[src/rtl/fetch_controller.sv]
// fetch_controller: sequences instruction fetch around the PC register.
// Drives PC next-address/freeze, runs the imem request/ready handshake,
// buffers a fetched word in a skid register while decode stalls, applies
// branch redirects (also those arriving mid-access) and loads IF/ID.
module fetch_controller #(
  parameter int unsigned INC     = 4,
  parameter int unsigned TIMEOUT = 16
) (
  input  logic        clk,
  input  logic        reset,
  input  logic [31:0] pc,
  output logic [31:0] pc_next,
  output logic        pc_freeze,
  output logic        imem_req,
  output logic [31:0] imem_addr,
  input  logic [31:0] imem_rdata,
  input  logic        imem_ready,
  input  logic        stall,
  input  logic        branch_taken,
  input  logic [31:0] branch_target,
  output logic        if_valid,
  output logic [31:0] if_pc,
  output logic [31:0] if_instr,
  output logic        fetch_error
);

  typedef enum logic [1:0] {S_START, S_FETCH, S_HOLD, S_ERR} state_t;

  state_t      state, state_nx;
  logic [31:0] skid_instr, skid_pc;
  logic        redir_pend;
  logic [31:0] redir_target;
  logic [31:0] wait_cnt;

  logic fetch_done, redirect_now, load_fetch, to_skid, load_skid;
  logic timeout_hit, flush;

  assign imem_addr = pc;

  // Event decode shared by the FSM and the datapath registers
  always_comb begin
    fetch_done   = (state == S_FETCH) && imem_ready;
    redirect_now = fetch_done && (branch_taken || redir_pend);
    load_fetch   = fetch_done && !redirect_now && !stall;
    to_skid      = fetch_done && !redirect_now && stall;
    load_skid    = (state == S_HOLD) && !stall && !branch_taken;
    timeout_hit  = (TIMEOUT != 0) && (state == S_FETCH) && !imem_ready &&
                   (wait_cnt == 32'(TIMEOUT - 1));
    flush        = branch_taken && (state != S_ERR);
  end

  // Next-state and PC control outputs
  always_comb begin
    state_nx  = state;
    pc_freeze = 1'b1;
    pc_next   = pc;
    imem_req  = 1'b0;
    case (state)
      S_START: begin
        state_nx = S_FETCH;
        if (branch_taken) begin
          pc_freeze = 1'b0;
          pc_next   = branch_target;
        end
      end
      S_FETCH: begin
        imem_req = 1'b1;
        if (imem_ready) begin
          pc_freeze = 1'b0;
          if (branch_taken)    pc_next = branch_target;
          else if (redir_pend) pc_next = redir_target;
          else                 pc_next = pc + 32'(INC);
          if (to_skid) state_nx = S_HOLD;
        end else if (timeout_hit) begin
          state_nx = S_ERR;
        end
      end
      S_HOLD: begin
        if (branch_taken) begin
          pc_freeze = 1'b0;
          pc_next   = branch_target;
          state_nx  = S_FETCH;
        end else if (!stall) begin
          state_nx = S_FETCH;
        end
      end
      S_ERR:   state_nx = S_ERR;
      default: state_nx = S_START;
    endcase
  end

  // State register
  always_ff @(posedge clk or negedge reset) begin
    if (!reset) state <= S_START;
    else        state <= state_nx;
  end

  // Pending redirect, wait counter and skid buffer
  always_ff @(posedge clk or negedge reset) begin
    if (!reset) begin
      redir_pend   <= 1'b0;
      redir_target <= '0;
      wait_cnt     <= '0;
      skid_instr   <= '0;
      skid_pc      <= '0;
    end else if (state == S_FETCH) begin
      if (imem_ready) begin
        redir_pend <= 1'b0;
        wait_cnt   <= '0;
        if (to_skid) begin
          skid_instr <= imem_rdata;
          skid_pc    <= pc;
        end
      end else begin
        wait_cnt <= wait_cnt + 32'd1;
        if (branch_taken) begin
          redir_pend   <= 1'b1;
          redir_target <= branch_target;
        end
      end
    end
  end

  // IF/ID stage: flush/timeout beat loads, loads beat hold, else bubble
  always_ff @(posedge clk or negedge reset) begin
    if (!reset) begin
      if_valid <= 1'b0;
      if_pc    <= '0;
      if_instr <= '0;
    end else if (flush || timeout_hit) begin
      if_valid <= 1'b0;
    end else if (load_fetch) begin
      if_valid <= 1'b1;
      if_pc    <= pc;
      if_instr <= imem_rdata;
    end else if (load_skid) begin
      if_valid <= 1'b1;
      if_pc    <= skid_pc;
      if_instr <= skid_instr;
    end else if (!stall) begin
      if_valid <= 1'b0;
    end
  end

  // Sticky fetch error
  always_ff @(posedge clk or negedge reset) begin
    if (!reset)           fetch_error <= 1'b0;
    else if (timeout_hit) fetch_error <= 1'b1;
  end

endmodule
[config.mk]
export PLATFORM = sky130hd
export DESIGN_NAME = fetch_controller
export DESIGN_NICKNAME = d
export VERILOG_FILES = /design/src/rtl/fetch_controller.sv
export SDC_FILE = /design/constraint.sdc
export NUM_CORES = 1
export LEC_CHECK = 0
export ABC_CLOCK_PERIOD_IN_PS = 3300
export CAP_MARGIN = 30
export CORE_UTILIZATION = 25
export DETAILED_ROUTE_END_ITERATION = 6
export HOLD_SLACK_MARGIN = 0.03
export PLACE_DENSITY = 0.45
export SYNTH_ARGS = -nofsm -noshare
export SYNTH_HDL_FRONTEND = slang
export SYNTH_SLANG_ARGS = --single-unit
[constraint.sdc]
create_clock -name clk -period 3.3 [get_ports clk]
set_input_delay 0.825 -clock clk [delete_from_list [all_inputs] [get_ports clk]]
set_output_delay 0.825 -clock clk [all_outputs]
set_load 0.01 [all_outputs]
# Word level (Yosys, flattened, before mapping)
# Cells that the tools add are included.
# op_classes
addsub,2
n_reduce_logical,25
muxes,26
bitwise,2
n_eq_ne,9
# ops
cell,count
$mux 32,9
$pmux 32 s2,1
$add 32x1->32 const B,1
$add 32x3->32 const B,1
$eq 32x4->1 const B,1
$logic_and 1x1->1,10
$mux 2,5
$mux 1,9
$ne 3x3->1 const B,3
$reduce_and 3->1,3
$pmux 2 s4,1
$eq 2x2->1 const B,2
$logic_not 1->1,4
$ne 4x1->1 const B,1
$reduce_and 2->1,2
$reduce_bool 2->1,2
$eq 2x1->1 const B,1
$logic_not 2->1,1
$logic_or 1x1->1,2
$ne 2x2->1 const B,1
$not 1->1,2
$pmux 1 s2,1
$reduce_or 2->1,1
# totals
register_bits,197
in_bits,101
wordCells,74
out_inout_bits,132

# Logic depth before layout (Yosys ltp)
# Gate-level depths: netlist of run 1.
# logic_depth
ltp_word,9
ltp_mapped,9
mapped_depth_nobuf,6

# Worst setup path before layout of run 1
# Ideal clock, no wire load.
# synth_path
kind,input port to output port
from,in pc[7]
to,out pc_next[31]
arrival_ns,2.199
required_ns,2.475
stages,7
path_slack_ns,0.276
n_path_buf,2
path_cell_list,buf_2 -> and4_1 -> buf_2 -> nand4_2 -> nor4_2 -> nor3_1 -> a211oi_1
# synth_between
elab_chain_len,5
# synth_lines
element,line,source
"start, declared",11,"input logic [31:0] pc,"
$add 32x3->32,72,else pc_next = pc + 32'(INC);
$mux 32,71,else if (redir_pend) pc_next = redir_target;
$mux 32,70,if (branch_taken) pc_next = branch_target;
$mux 32,68,if (imem_ready) begin
$pmux 32 s2,58,case (state)
"end, declared",12,"output logic [31:0] pc_next,"
# No other way between the ends.

# Worst setup path in the final report of run 1
# layout_path
from,in pc[11]
to,out pc_next[27]
# The elaborated chain is that of the path after synthesis.

==> results of run 1 <==
-- how the worst max path moves through the flow --
stage | end | slack (ps) | cells past startpoint
global route | pc_next[27] | -100 | 8
floorplan | pc_next[31] | 280 | 7
finish | pc_next[27] | -50 | 8
global placement | pc_next[27] | -1010 | 7
CTS | pc_next[23] | -70 | 8
detailed placement | pc_next[27] | -1050 | 7
-- metal layers --
layer	vias to the layer above	part of all wire	wire length, um	GRT usage
li1	4627	-	-	-
met1	4786	0.47	18300	0.237
met2	248	0.46	18000	0.278
met3	52	0.049	1930	0.0372
met4	6	0.024	930	0.0690
met5	-	0.0010	40	0
-- cell usage in the layout (no fill, tap or decap), types with 5 or more instances in the layout --
cell               n
nor4_1            10
and3_1             7
o21ai_1           15
buf_4            162
or3_1              5
nand2_1          117
nor3_1            15
clkdlybuf4s15_2    7
buf_6             18
dfrtp_1          195
mux2_2           103
o22ai_1            9
nand3_1           34
a21oi_1           30
o21ai_0           90
o221ai_1          14
buf_12            11
nand4_1           15
buf_2             22
a21oi_2            5
nand2b_1           5
clkbuf_2          10
xor2_1             8
and4_1            10
a211oi_1           9
a31oi_1           14
nor2_1            55
clkbuf_16         17
a22oi_1            8
mux2i_1           92
xnor2_1           14
inv_1              6
dlygate4sd2_1     10
clkdlybuf4s50_1  169
nor2_2             6
-- critical path, cell delays in order --
cell and delay [ps]:
buf_8 80, nand4_1 250, or3_4 500, buf_4 160, nor4_4 260, or4_1 160, and3_4 190, buf_6 100
-- what timing repair did --
item | in CTS | in global routing
pin swaps | 36 | 26
endpoints found under the setup margin | 33 | 27
setup buffers | 13 | 8
gates resized for setup | 265 | 48
-- layout make-up --
type	count	area, um^2
diodes	1	2.50
clock buffers	20	457
clock inverters	12	175
fillers	4442	27500
inverters	8	30.0
multi-input cells	785	5750
flip-flops and latches	197	4930
well taps	585	732
repair buffers	415	3730
-- power breakdown --
part           internal, mW  switching (mW)
registers              3.39           0.515
clock network          1.31           0.999
logic                  2.47            2.22
-- cell families after synthesis --
group                      count (synthesis)  synth area share
and+or+nand+nor                          335             0.153
AOI/OAI and AO/OA                        231             0.129
DFF                                      197             0.447
muxes                                    195             0.189
buffers and inverters                    129            0.0627
xor gates and xnor gates                  22            0.0175
adders and majority gates                  2           0.00227
-- flip-flops by register name, indices dropped and copies added, names as in the netlist --
name,flops
skid_instr,32
if_pc,32
if_valid,1
redir_pend,1
wait_cnt,32
if_instr,32
state,2
redir_target,32
fetch_error,1
skid_pc,32
-- through the flow --
| step | TNS [ps] | std cells | area, um^2 |
|---|---|---|---|
| after floorplan | 0 | 1111 | 11000 |
| after global placement | -24290 | 1972 | 14800 |
| after detailed placement | -24920 | 1972 | 14800 |
| after CTS | -167 | 2014 | 15700 |
| after global routing | -420 | 2022 | 15800 |
| final | -86.2 | 2023 | 15800 |
==> run metrics, run 1 <==
Post-CTS Hold Fix Bufs 0; clock buffer depth 2; antenna viol nets, final 0; routability cong. 0.861; fin util 0.365; fin. max-slew vios 0; post-synth top area cell dfrtp_1; CP Max Fanout 4; share of the synthesized area in the top cell type 0.447; Final setup viols 3; initial drt markers a little over 600; Yosys reg bits 197; Worst R2R End redir_target[17]; largest net degree at the start of global routing around 130; Wirelength per Cell about 19 um; Pre-Repair DR Iteration Count 5; CTS buffer count 17; status finished, violations left; post-synth net total between 1,000 and 1,500; hpwl dp roughly 28,000 um; Startpoint Class input pin; Mapped Area roughly 11,000 um^2; vias per cell 4.80; Slew HR 0.440; CP arrival 2530 ps; most common cell in the netlist dfrtp_1; final hold violations 0; fin crit share 1.02; vias roughly 9,700; Synth area leaders dfrtp_1 45%, mux2_2 11%, mux2i_1 8.4%; layout cells sized above 1 0.308; Worst Reg-to-Reg Cells 7; failing checks negative setup slack; Final Power about 11 mW; Total GRT Usage 0.177; CTS tree done; RSZ-0062 raised after global routing true; Hold Slack between 300 and 400 ps; Initial Util 0.255; reg2reg setup slack slightly above 1000 ps; Die ar. roughly 45,000 um^2; critical path type in2out; Tightest Pin Transition 832 ps; # clock sinks 197; Crit path required time between 2000 and 2500 ps; VDD IR max 329 uV; # nets final between 1,500 and 2,000; Clock Root Buffer clkbuf_16; row cnt 76; clock skew 4.56 ps; Die W ~210 um; syn_area_per_cell approximately 9.9 um^2; Async S/R FF share, synth 1.00; MaxCap Viol Count 0; vias in the first global route just under 10,000; critical path endpoint category output port; Synth Instances about 1,100; Die Height between 200 and 250 um; final worst slack -50.0 ps; final WL between 30,000 and 40,000 um; CTS H-Tree Depth 4; Ports ~230; clk_lat worst skew roughly 460 ps; clock transition at the registers of the reported paths 70 ps; Core Area around 43,000 um^2; grt total ovfl 0; Fmax ~300 MHz; input/output buffers between 200 and 250; pwr dens 690 nW/um^2; post-synthesis sequential area ratio 0.447; top_reg_cell synth dfrtp_1; first-pass GRT wire length 59,500 um; Post-synth EDFFs 0; Synth top cells by count 197 x dfrtp_1, 123 x nand2_1, 103 x mux2_2, 97 x o21ai_0, 92 x mux2i_1; CP Launch Point pc[11]; YS warnings 0; HP Class in2async; Yosys cell types 67; min Tclk post-route about 3400 ps; antenna violations before repair 3; RR Startpoint state[1]; drt drc 0; Place WS -1050 ps; Leakage 7.10 nW; area delta synth->final 43.5%
No activity file was read; power rests on OpenSTA's default activity.
==> run 2, diff against run 1 <==
--- a/config.mk
+++ b/config.mk
@@ -7,10 +7,10 @@
 export LEC_CHECK = 0
 export ABC_CLOCK_PERIOD_IN_PS = 3300
 export CAP_MARGIN = 30
-export CORE_UTILIZATION = 25
+export CORE_UTILIZATION = 40
 export DETAILED_ROUTE_END_ITERATION = 6
 export HOLD_SLACK_MARGIN = 0.03
-export PLACE_DENSITY = 0.45
+export PLACE_DENSITY = 0.65
 export SYNTH_ARGS = -nofsm -noshare
 export SYNTH_HDL_FRONTEND = slang
 export SYNTH_SLANG_ARGS = --single-unit
==> run 2 against run 1 <==
The run now ends clean. Critical endpoint unchanged. Total power down 0.60%. Clock-buffer cell count decreased by 3. Sequential share of layout area grew 0.87 points. Wire length is 7.0% lower. Non-clock buffer count decreased by 9. Largest cell class unchanged. Clock power is 2% lower.
==> run metrics, run 2 (synthesis results as in run 1) <==
most frequent cells in the layout 195 x dfrtp_1, 168 x clkdlybuf4s50_1, 160 x buf_4; Post-CTS Hold Fix Bufs 0 (unchanged); Design Area, Final 15,400 um^2 (-2.7%); Switching Fraction 0.355 (+0.0133); vias 9,948 (+2.4%); Place WS -927 ps (+123 ps); fin crit share 0.988 (-0.0269); Fillers 2,394 (-46%); min Tclk post-route 3260 ps (-88.8 ps); # clock sinks 197 (unchanged); Fmax 307 MHz (+2.7%); Initial Util 0.409 (+0.154); Die ar. 28,200 um^2 (-37%); placed cell area 14,400 um^2 (-2.8%); routability cong. 0.894 (+3.9%); Total GRT Usage 0.261 (+0.0837); WL met2 16,300 um (-9.6%); Final Power 10.8 mW (-0.60%); Startpoint Class input pin; CP Launch Point pc[5]; clk_lat worst skew 450 ps (about the same); grt total ovfl 0 (unchanged); Final setup viols 0 (-3); CTS H-Tree Depth 4 (unchanged); initial drt markers 890 (+47%); final WL 36,400 um (-7.0%); Ports 233 (unchanged); VDD IR max 375 uV (+14%); clock buffer depth 2 (unchanged); critical path endpoint category output port; metal1 wirelength 16,500 um (-10%); max layer used met5; Clock Power Share 0.208 (-0.004); CP Max Fanout 5 (+1); drt drc 0 (unchanged); first-pass GRT wire length 56,800 um (-4.5%); vias in the first global route 9,722 (+0.50%); status completed; hpwl dp 26,800 um (-6.0%); critical path type in2out; crit path cell chain clkbuf_4, and4_4, buf_12, buf_4, nand2_4, nor4_4, or4_1, and3_4, buf_6; TNS Setup 0 ps (+86.2 ps); Wirelength per Cell 20.6 um (+6.2%); CTS buffer count 17 (unchanged); antenna violations before repair 2 (-1); final hold violations 0 (unchanged); final worst slack 38.8 ps (+88.8 ps); clock skew 18.3 ps (+13.7 ps); sequential cell area 4930 um^2 (unchanged); Tightest Pin Transition 768 ps (-63.9 ps); cell-internal power 6.99 mW (-2.6%); CTS tree done; area delta synth->final 39.6%; layout cells sized above 1 0.293 (-0.0149); placed insts 1,717 (-13%); peak per-stage delay on the critical path 500 ps (about the same); multi-input logic area 5690 um^2 (-1.2%); Die W 168 um (-21%); Leakage 7.06 nW (-0.60%); switching power 3.85 mW (+3.3%); Pre-Repair DR Iteration Count 6 (+1); CP max stage cell or4_1; input/output buffers 232 (unchanged); vias per cell 5.62 (+17%); Hold Slack 377 ps (+17.7 ps); pwr dens 705 nW/um^2 (+2.2%); CP arrival 2440 ps (-90 ps); fin util 0.571 (+0.205); RSZ-0062 raised after global routing false; largest net degree at the start of global routing 129 (unchanged); row cnt 60 (-21%); sequential group share of total power 0.362 (+0.003); Clock Root Buffer clkbuf_16; HP Class in2async; Non-Filler Instances 1,771 (-12%); clock transition at the registers of the reported paths 90 ps (+20 ps); Crit path required time 2470 ps (about the same); Slew HR 0.483 (+0.0430); Die Height 168 um (-21%); met3 wire length 2700 um (+40%); # nets final 1,518 (-0.59%); RR Startpoint state[1]; Core Area 27,000 um^2 (-38%); Comb pwr share 0.430 (about the same); leading cell type in the layout, fill and taps excluded dfrtp_1; fin. max-slew vios 0 (unchanged); antenna viol nets, final 0 (unchanged); MaxCap Viol Count 0 (unchanged)
## run 2: cell count changes in the layout (fill, tap and decap cells not counted), moves of 3 or more
cell / before / now
clkdlybuf4s15_1: 1 / 4
dlygate4sd2_1: 10 / 18
clkbuf_2: 10 / 6
clkinv_2: 4 / 0
inv_12: 0 / 3
inv_8: 1 / 5
buf_2: 22 / 14
bufinv_16: 4 / 1
clkinv_8: 0 / 3
dlymetal6s2s_1: 0 / 3
## run 2: layer usage
layer | track usage | vias up
met2 | 0.399 | 414
met5 | 0 | -
li1 | - | 4611
met1 | 0.371 | 4859
met3 | 0.0423 | 62
met4 | 0.0969 | 2
## run 2: power groups by stage
stage          Combinational [mW]  Clock, mW  Sequential, mW
6_report                     4.66       2.26            3.92
3_5_place_dp                 4.60          0            3.97
5_1_grt                      5.03       2.40            4.04
3_3_place_gp                 4.54          0            3.92
4_1_cts                      4.60       2.31            3.93
2_1_floorplan                2.21          0            4.02
## run 2: path summary, 6_finish.rpt
path / end / slack (ps) / depth (start not counted)
worst max-delay path: pc_next[27] / 40 / 9
worst min-delay path: if_instr[23] / 380 / 1
worst max register to register: wait_cnt[30] / 1110 / 6
worst min register to register: if_instr[31] / 480 / 2
max in group asynchronous: redir_target[18] / 2160 / 2
min in group clk: if_instr[31] / 480 / 2
## run 2: final cells by class
| cell class | count | share of cell area |
|---|---|---|
| tap | 341 | 0.0277 |
| multi-input combinational | 785 | 0.370 |
| timing repair buffer | 406 | 0.238 |
| inverter | 8 | 0.00195 |
| clock buffer | 17 | 0.0277 |
| sequential | 197 | 0.321 |
| antenna | 2 | 0.000325 |
| clock inverter | 15 | 0.0137 |
## run 2: worst max-delay path: cells and delay by family
kind,cells,cell delay [ps]
AND/OR/NAND/NOR,5,1080
buffers and inverters,4,520
## run 2: repair_timing
action,in CTS,in global routing
gates resized for setup,220,46
setup endpoints to repair,33,23
pin swaps,29,13
buffers inserted,16,5
